===== src/rtl/q100_fetch_pkg.sv =====
// Shared types, widths and opcode constants for the q100 IF stage.
package q100_fetch_pkg;

  localparam int unsigned LEN_REG_VAL = 32;
  localparam int unsigned LEN_INSTR   = 32;
  localparam int unsigned LEN_RS1     = 5;
  localparam int unsigned LEN_RS2     = 5;
  localparam int unsigned LEN_RD      = 5;
  localparam int unsigned LEN_FUNCT3  = 3;
  localparam int unsigned LEN_FUNCT7  = 7;
  localparam int unsigned LEN_OPCODE  = 7;
  localparam int unsigned LEN_IMM     = 32;

  localparam logic [LEN_OPCODE-1:0] OPCODE_LOAD   = 7'b0000011;
  localparam logic [LEN_OPCODE-1:0] OPCODE_OP_IMM = 7'b0010011;
  localparam logic [LEN_OPCODE-1:0] OPCODE_AUIPC  = 7'b0010111;
  localparam logic [LEN_OPCODE-1:0] OPCODE_STORE  = 7'b0100011;
  localparam logic [LEN_OPCODE-1:0] OPCODE_OP     = 7'b0110011;
  localparam logic [LEN_OPCODE-1:0] OPCODE_LUI    = 7'b0110111;
  localparam logic [LEN_OPCODE-1:0] OPCODE_BRANCH = 7'b1100011;
  localparam logic [LEN_OPCODE-1:0] OPCODE_JALR   = 7'b1100111;
  localparam logic [LEN_OPCODE-1:0] OPCODE_JAL    = 7'b1101111;
  localparam logic [LEN_OPCODE-1:0] OPCODE_SYSTEM = 7'b1110011;

  typedef enum logic [1:0] {IDLE, FETCH, HOLD} fetch_state_e;

  typedef enum logic [2:0] {FMT_I, FMT_S, FMT_B, FMT_U, FMT_J, FMT_R} imm_fmt_e;

  // Decoded fields presented to decode, registered as one unit.
  typedef struct packed {
    logic [LEN_FUNCT7-1:0] funct7;
    logic [LEN_RS2-1:0]    rs2;
    logic [LEN_RS1-1:0]    rs1;
    logic [LEN_FUNCT3-1:0] funct3;
    logic [LEN_RD-1:0]     rd;
    logic [LEN_OPCODE-1:0] opcode;
    logic [LEN_IMM-1:0]    imm;
  } fetch_fields_t;

  // Immediate format selected by opcode; anything unrecognised carries no immediate.
  function automatic imm_fmt_e imm_fmt_of(input logic [LEN_OPCODE-1:0] opcode);
    imm_fmt_e fmt;
    case (opcode)
      OPCODE_LOAD, OPCODE_OP_IMM, OPCODE_JALR, OPCODE_SYSTEM: fmt = FMT_I;
      OPCODE_STORE:                                          fmt = FMT_S;
      OPCODE_BRANCH:                                         fmt = FMT_B;
      OPCODE_LUI, OPCODE_AUIPC:                              fmt = FMT_U;
      OPCODE_JAL:                                            fmt = FMT_J;
      default:                                               fmt = FMT_R;
    endcase
    return fmt;
  endfunction

endpackage


===== src/rtl/q100_fetch_if.sv =====
// Instruction-memory req/ack port between fetch (master) and imem (slave).
interface q100_fetch_if;
  import q100_fetch_pkg::*;

  logic                   req;
  logic [LEN_REG_VAL-1:0] addr;
  logic                   ack;
  logic [LEN_INSTR-1:0]   rdata;

  modport master (output req, output addr, input ack, input rdata);
  modport slave  (input req, input addr, output ack, output rdata);
endinterface


===== src/rtl/q100_imm_gen.sv =====
// Combinational RV32I immediate extraction; reusable by decode.
module q100_imm_gen
  import q100_fetch_pkg::*;
(
  input  logic [LEN_INSTR-1:0] i_instr,
  output logic [LEN_IMM-1:0]   o_imm_c
);

  // Select and sign-extend the immediate according to the opcode's format.
  always_comb begin
    o_imm_c = '0;
    case (imm_fmt_of(i_instr[6:0]))
      FMT_I:   o_imm_c = {{20{i_instr[31]}}, i_instr[31:20]};
      FMT_S:   o_imm_c = {{20{i_instr[31]}}, i_instr[31:25], i_instr[11:7]};
      FMT_B:   o_imm_c = {{19{i_instr[31]}}, i_instr[31], i_instr[7],
                          i_instr[30:25], i_instr[11:8], 1'b0};
      FMT_U:   o_imm_c = {i_instr[31:12], 12'b0};
      FMT_J:   o_imm_c = {{11{i_instr[31]}}, i_instr[31], i_instr[19:12],
                          i_instr[20], i_instr[30:21], 1'b0};
      default: o_imm_c = '0;
    endcase
  end

endmodule


===== src/rtl/q100_fetch.sv =====
// IF stage: drives the PC, fetches over req/ack, splits words into fields.
module q100_fetch
  import q100_fetch_pkg::*;
#(
  parameter logic [LEN_REG_VAL-1:0] RESET_PC = '0,
  parameter int unsigned            PC_STEP  = 4
) (
  input  logic                   clk,
  input  logic                   rst,
  q100_fetch_if.master           imem,
  input  logic                   stall_i,
  input  logic                   redirect_i,
  input  logic [LEN_REG_VAL-1:0] redirect_pc_i,
  output logic [LEN_REG_VAL-1:0] pc_o,
  output logic                   keep_o,
  output logic [LEN_RS1-1:0]     rs1_o,
  output logic [LEN_RS2-1:0]     rs2_o,
  output logic [LEN_RD-1:0]      rd_o,
  output logic [LEN_FUNCT3-1:0]  funct3_o,
  output logic [LEN_FUNCT7-1:0]  funct7_o,
  output logic [LEN_OPCODE-1:0]  opcode_o,
  output logic [LEN_IMM-1:0]     imm_o
);

  localparam logic [LEN_REG_VAL-1:0] STEP = LEN_REG_VAL'(PC_STEP);

  fetch_state_e           r_state;
  logic                   r_req;
  logic [LEN_REG_VAL-1:0] r_addr;
  logic [LEN_REG_VAL-1:0] r_pc;
  logic                   r_drop;
  logic                   r_skid_vld;
  logic [LEN_INSTR-1:0]   r_skid_word;
  logic [LEN_REG_VAL-1:0] r_skid_pc;
  logic                   r_keep;
  logic [LEN_REG_VAL-1:0] r_out_pc;
  fetch_fields_t          r_fields;

  logic [LEN_INSTR-1:0]   w_word;
  logic [LEN_REG_VAL-1:0] w_word_pc;
  logic [LEN_IMM-1:0]     w_imm;
  fetch_fields_t          w_fields;

  // The presented word comes from the skid while it holds one, else straight from imem.
  always_comb begin
    w_word    = r_skid_vld ? r_skid_word : imem.rdata;
    w_word_pc = r_skid_vld ? r_skid_pc   : r_addr;
  end

  q100_imm_gen u_imm_gen (
    .i_instr (w_word),
    .o_imm_c (w_imm)
  );

  // Split the selected word into decode fields.
  always_comb begin
    w_fields        = '0;
    w_fields.funct7 = w_word[31:25];
    w_fields.rs2    = w_word[24:20];
    w_fields.rs1    = w_word[19:15];
    w_fields.funct3 = w_word[14:12];
    w_fields.rd     = w_word[11:7];
    w_fields.opcode = w_word[6:0];
    w_fields.imm    = w_imm;
  end

  // Fetch FSM, skid buffer, drop flag and registered ID-facing outputs.
  always_ff @(posedge clk) begin
    if (rst) begin
      r_state     <= IDLE;
      r_req       <= 1'b0;
      r_addr      <= RESET_PC;
      r_pc        <= RESET_PC;
      r_drop      <= 1'b0;
      r_skid_vld  <= 1'b0;
      r_skid_word <= '0;
      r_skid_pc   <= '0;
      r_keep      <= 1'b1;
      r_out_pc    <= '0;
      r_fields    <= '0;
    end else if (redirect_i) begin
      // Redirect beats ack and stall: flush skid, emit a bubble, retarget.
      r_state    <= FETCH;
      r_pc       <= redirect_pc_i;
      r_skid_vld <= 1'b0;
      r_keep     <= 1'b1;
      r_out_pc   <= '0;
      r_fields   <= '0;
      if (r_req && !imem.ack) begin
        // Outstanding request: keep req/addr stable and discard its word later.
        r_drop <= 1'b1;
      end else begin
        r_drop <= 1'b0;
        r_req  <= 1'b1;
        r_addr <= redirect_pc_i;
      end
    end else begin
      case (r_state)
        IDLE: begin
          r_state <= FETCH;
          r_req   <= 1'b1;
          r_addr  <= r_pc;
        end
        FETCH: begin
          if (r_drop) begin
            if (imem.ack) begin
              r_drop <= 1'b0;
              r_addr <= r_pc;
            end
            if (!stall_i) begin
              r_keep   <= 1'b1;
              r_out_pc <= '0;
              r_fields <= '0;
            end
          end else if (imem.ack) begin
            r_pc   <= r_pc + STEP;
            r_addr <= r_pc + STEP;
            if (!stall_i) begin
              r_keep   <= 1'b0;
              r_out_pc <= w_word_pc;
              r_fields <= w_fields;
            end else begin
              r_skid_vld  <= 1'b1;
              r_skid_word <= imem.rdata;
              r_skid_pc   <= r_addr;
              r_req       <= 1'b0;
              r_state     <= HOLD;
            end
          end else if (!stall_i) begin
            r_keep   <= 1'b1;
            r_out_pc <= '0;
            r_fields <= '0;
          end
        end
        HOLD: begin
          if (!stall_i) begin
            r_keep     <= 1'b0;
            r_out_pc   <= w_word_pc;
            r_fields   <= w_fields;
            r_skid_vld <= 1'b0;
            r_req      <= 1'b1;
            r_addr     <= r_pc;
            r_state    <= FETCH;
          end
        end
        default: begin
          r_state <= IDLE;
          r_req   <= 1'b0;
        end
      endcase
    end
  end

  assign imem.req  = r_req;
  assign imem.addr = r_addr;

  assign pc_o     = r_out_pc;
  assign keep_o   = r_keep;
  assign rs1_o    = r_fields.rs1;
  assign rs2_o    = r_fields.rs2;
  assign rd_o     = r_fields.rd;
  assign funct3_o = r_fields.funct3;
  assign funct7_o = r_fields.funct7;
  assign opcode_o = r_fields.opcode;
  assign imm_o    = r_fields.imm;

endmodule


===== src/flat_wrapper.sv =====
// flat-port wrapper written by rule: the top's interface ports become plain ports
module q100_fetch_flat import q100_fetch_pkg::*;
#(
  parameter logic [LEN_REG_VAL-1:0] RESET_PC = '0,
  parameter int unsigned            PC_STEP  = 4
)
  (clk, rst, stall_i, redirect_i, redirect_pc_i, pc_o, keep_o, rs1_o, rs2_o, rd_o, funct3_o, funct7_o, opcode_o, imm_o, imem_req, imem_addr, imem_ack, imem_rdata);
  q100_fetch_if imem_i ();
  input  logic clk;
  input  logic rst;
  input  logic stall_i;
  input  logic redirect_i;
  input  logic [LEN_REG_VAL-1:0] redirect_pc_i;
  output logic [LEN_REG_VAL-1:0] pc_o;
  output logic keep_o;
  output logic [LEN_RS1-1:0] rs1_o;
  output logic [LEN_RS2-1:0] rs2_o;
  output logic [LEN_RD-1:0] rd_o;
  output logic [LEN_FUNCT3-1:0] funct3_o;
  output logic [LEN_FUNCT7-1:0] funct7_o;
  output logic [LEN_OPCODE-1:0] opcode_o;
  output logic [LEN_IMM-1:0] imm_o;
  output wire logic [$bits(imem_i.req)-1:0] imem_req;
  output wire logic [$bits(imem_i.addr)-1:0] imem_addr;
  input wire logic [$bits(imem_i.ack)-1:0] imem_ack;
  input wire logic [$bits(imem_i.rdata)-1:0] imem_rdata;
  assign imem_req = imem_i.req;
  assign imem_addr = imem_i.addr;
  assign imem_i.ack = imem_ack;
  assign imem_i.rdata = imem_rdata;
  q100_fetch #(.RESET_PC(RESET_PC), .PC_STEP(PC_STEP)) u_core (.clk(clk), .rst(rst), .imem(imem_i), .stall_i(stall_i), .redirect_i(redirect_i), .redirect_pc_i(redirect_pc_i), .pc_o(pc_o), .keep_o(keep_o), .rs1_o(rs1_o), .rs2_o(rs2_o), .rd_o(rd_o), .funct3_o(funct3_o), .funct7_o(funct7_o), .opcode_o(opcode_o), .imm_o(imm_o));
endmodule

===== config.mk =====
export PLATFORM = sky130hd
export DESIGN_NAME = q100_fetch_flat
export DESIGN_NICKNAME = d
export VERILOG_FILES = /design/src/rtl/q100_fetch_pkg.sv /design/src/rtl/q100_fetch_if.sv /design/src/rtl/q100_imm_gen.sv /design/src/rtl/q100_fetch.sv /design/src/flat_wrapper.sv
export SDC_FILE = /design/constraint.sdc
export NUM_CORES = 1
export LEC_CHECK = 0
export CAP_MARGIN = 10
export CORE_UTILIZATION = 55
export CTS_BUF_LIST = sky130_fd_sc_hd__clkbuf_8
export CTS_CLUSTER_DIAMETER = 50
export DETAILED_ROUTE_END_ITERATION = 10
export GPL_TIMING_DRIVEN = 1
export HOLD_SLACK_MARGIN = 0.1
export PLACE_DENSITY_LB_ADDON = 0.3
export SLEW_MARGIN = 20
export SYNTH_ARGS = -nofsm -noshare
export SYNTH_HDL_FRONTEND = slang
export SYNTH_SLANG_ARGS = --single-unit

===== constraint.sdc =====
create_clock -name clk -period 4.24 [get_ports clk]
set_clock_uncertainty 0.05 [all_clocks]
set_input_delay 0.424 -clock clk [delete_from_list [all_inputs] [get_ports clk]]
set_output_delay 0.424 -clock clk [all_outputs]
set_load 0.01 [all_outputs]

==> flow_metrics.env <==
export IMPL_antenna_found_initial=0
export IMPL_powerDensity_mw_per_mm2=362
export IMPL_vdd_ir_drop_worst_mv=0.256
export IMPL_syn_inst=1316
export IMPL_grt_use_total_pct=30.1
export IMPL_p_comb_share_pct=13.2
export IMPL_synthTopCellsByArea="dfxtp_1 42%, nand2_1 8.1%, a21oi_1 7.8%"
export IMPL_routabilityCongestion=0.956
export IMPL_io_pins=199
export IMPL_synth_edf_count=0
export IMPL_drt_pass1_iter_count=5
export IMPL_fmax_ghz=0.320
export IMPL_end_kind="flip-flop"
export IMPL_min_to="u_core.r_skid_pc[20]"
export IMPL_synth_distinct_cells=77
export IMPL_insertion_delay_ns=0.54
export IMPL_arrival_ns=3.52
export IMPL_min_period_ns=3.13
export IMPL_routedWlPerCell_um=17.7
export IMPL_rsz0062_at_grt="no"
export IMPL_holdCritPathClass="primary input to flip-flop"
export IMPL_cts_sinks=230
export IMPL_antenna_left=0
export IMPL_die_area_mm2=0.0203
export IMPL_syn_nets=1390
export IMPL_crit_path_start_kind="flip-flop"
export IMPL_leakagePower_nw=4.62
export IMPL_core_mm2=0.0194
export IMPL_dpl_instance_area_mm2=0.0128
export IMPL_grt_max_degree=85
export IMPL_clockPowerShare_pct=39.4
export IMPL_cts_root_buf="clkbuf_8"
export IMPL_relSlewSlack_pct=27.0
export IMPL_crit_type="flip-flop to flip-flop"
export IMPL_p_sw_share_pct=27.3
export IMPL_crit_fanout=47
export IMPL_path_clk_slew_ns=0.06
export IMPL_reg2reg_to="u_core.imm_o[30]"
export IMPL_p_sw_mw=1.34
export IMPL_rows=51
export IMPL_overflow=0
export IMPL_r2r_start="u_core.r_skid_vld"
export IMPL_nets=1541
export IMPL_setup_tns_ns=0
export IMPL_synth_area_mm2=0.0109
export IMPL_synth_async_reset_ratio_pct=0
export IMPL_synth_top_area_share_pct=42.4
export IMPL_cts_max_level=2
export IMPL_hold_viol_final=0
export IMPL_n_antenna_cell=0
export IMPL_drv_cap=0
export IMPL_power_share_sequential_pct=47.5
export IMPL_drive_gt1_share_pct=9.26
export IMPL_drv_slew=0
export IMPL_cts_made_buffers=38
export IMPL_grt_pass1_vias=9400
export IMPL_cts_tree="done"
export IMPL_drt_iter0_markers=775
export IMPL_drc=0
export IMPL_synth_ff_type="dfxtp_1"
export IMPL_vias=10100
export IMPL_fin_crit_sh_pct=73.7
export IMPL_power_internal_mw=3.58
export IMPL_fp_dieW_um=143
export IMPL_cts_repair_resized=0
export IMPL_holdPathStages=2
export IMPL_worst_pin_slew_ns=1.10
export IMPL_setup_viol=0
export IMPL_start_util_pct=56.0
export IMPL_vias_per_cell=5.77
export IMPL_area_growth_pct=25.0
export IMPL_yosysTopAreaCell="dfxtp_1"
export IMPL_min_from="rst"
export IMPL_outcome="complete, no violations"
export IMPL_reg2reg_slack_ns=1.11
export IMPL_port_buffers=198
export IMPL_wl_mm=31.0
export IMPL_final_area_mm2=0.0136
export IMPL_yosysSeqAreaShare_pct=42.4
export IMPL_reg2regPathDepth=6
export IMPL_holdBufCountCts=0
export IMPL_die_h_um=143
export IMPL_postCtsSetupBuffers=0
export IMPL_grt_pass1_wl_mm=48.3
export IMPL_ys_ff_latch=230
export IMPL_dp_hpwl_mm=21.4
export IMPL_cts_buffer_depth=3
export IMPL_worstPathRequired_ns=4.63
export IMPL_ys_warnings_count=0
export IMPL_synth_area_per_cell_um2=8.25
through the flow:
step                hold WS, ns  instances  total power [mW]  setup slack (ns)  util (%)
global route              0.295       1756              5.09             0.945      70.0
global placement          0.387       1692              3.01              1.19      66.1
CTS                       0.277       1756              4.93              1.14      70.0
detailed placement        0.391       1692              3.02              1.16      66.1
floorplan                 0.383       1316              2.75              2.27         -
finish                    0.297       1756              4.92              1.11      70.0
sequential cells by signal (all words and copies together) (netlist names), named ones only:
register            flops
u_core.rs1_o            5
u_core.r_pc            32
u_core.r_state          2
u_core.r_skid_word     32
u_core.r_skid_pc       32
u_core.funct3_o         3
u_core.opcode_o         7
u_core.imem.req         1
u_core.rd_o             5
u_core.rs2_o            5
u_core.imm_o           32
u_core.pc_o            32
u_core.funct7_o         7
u_core.imem.addr       32
u_core.r_drop           1
u_core.r_skid_vld       1
final cells by class:
class                      count  area (µm²)
tap                          265         332
inverter                       7        26.3
clock inverter                17         106
timing repair buffer         214        2100
clock buffer                  47         647
fill                        1605        5830
multi-input combinational    976        5750
sequential                   230        4610
synthesized netlist by cell type (all sizes together) (4+ instances only):
library cell	n
a21oi	169
nor2b	12
o211ai	12
nand3b	4
dfxtp	230
and3	9
nand2b	13
xor2	32
clkbuf	68
buf	35
mux2	18
mux2i	55
and2	8
nand4b	5
xnor2	20
or3	5
nand2	234
inv	7
a211oi	32
and4	5
nand4	15
nor3	56
o21ai	32
nor2	115
nor4	6
nand3	58
ha	5
o31ai	12
per-layer routing:
metal,vias to the layer above,part of all wire [%],global-route usage [%]
li1,4880,-,-
met1,4798,41,37.5
met2,376,47,50.2
met3,86,7.3,5.62
met4,0,3.8,14.3
met5,-,0,0
cells by family after synthesis:
family / synth area share [%]
AO/OA/AOI/OAI: 16.7
XOR/XNOR: 4.19
adder cells (fa/ha/maj): 0.576
buffers and inverters: 5.02
flip-flops: 42.4
multiplexers: 6.94
AND/OR/NAND/NOR: 24.2
worst max path at each step:
stage | startpoint | endpoint
after floorplan | u_core.r_state[0] | u_core.imem.addr[6]
after global placement | redirect_i | u_core.imm_o[11]
after detailed placement | u_core.r_skid_vld | u_core.imm_o[20]
after CTS | u_core.r_skid_vld | u_core.imm_o[30]
after global routing | u_core.r_skid_vld | u_core.imm_o[30]
final | u_core.r_skid_vld | u_core.imm_o[30]
cells in the final DEF, fill, tap and decap left out, types with 20 or more instances in the layout:
| cell type | Yosys | final |
|---|---|---|
| a21oi_1 | 169 | 169 |
| mux2i_1 | 55 | 55 |
| xor2_1 | 32 | 32 |
| nor2_1 | 115 | 112 |
| a211oi_1 | 24 | 24 |
| clkbuf_8 | 6 | 47 |
| xnor2_1 | 20 | 20 |
| nand3_1 | 55 | 54 |
| nand2_1 | 234 | 233 |
| dfxtp_1 | 230 | 229 |
| nor3_1 | 53 | 53 |
| clkdlybuf4s50_1 | 0 | 197 |
critical path: stages, from the launching register on:
cell      delay, ns
dfxtp_4        0.66
buf_4          0.70
nand3_1        0.26
a222oi_1       0.41
a41o_1         0.24
o21ai_2        0.33
o31ai_1        0.35
power groups by stage:
| stage | Sequential [mW] | Clock (mW) | Combinational, mW |
|---|---|---|---|
| 3_5_place_dp | 2.38 | 0 | 0.638 |
| 6_report | 2.33 | 1.94 | 0.647 |
| 3_3_place_gp | 2.38 | 0 | 0.630 |
| 4_1_cts | 2.33 | 1.96 | 0.643 |
| 5_1_grt | 2.34 | 2.05 | 0.697 |
| 2_1_floorplan | 2.35 | 0 | 0.393 |
Note: power is estimated with default switching activity, not from simulation.
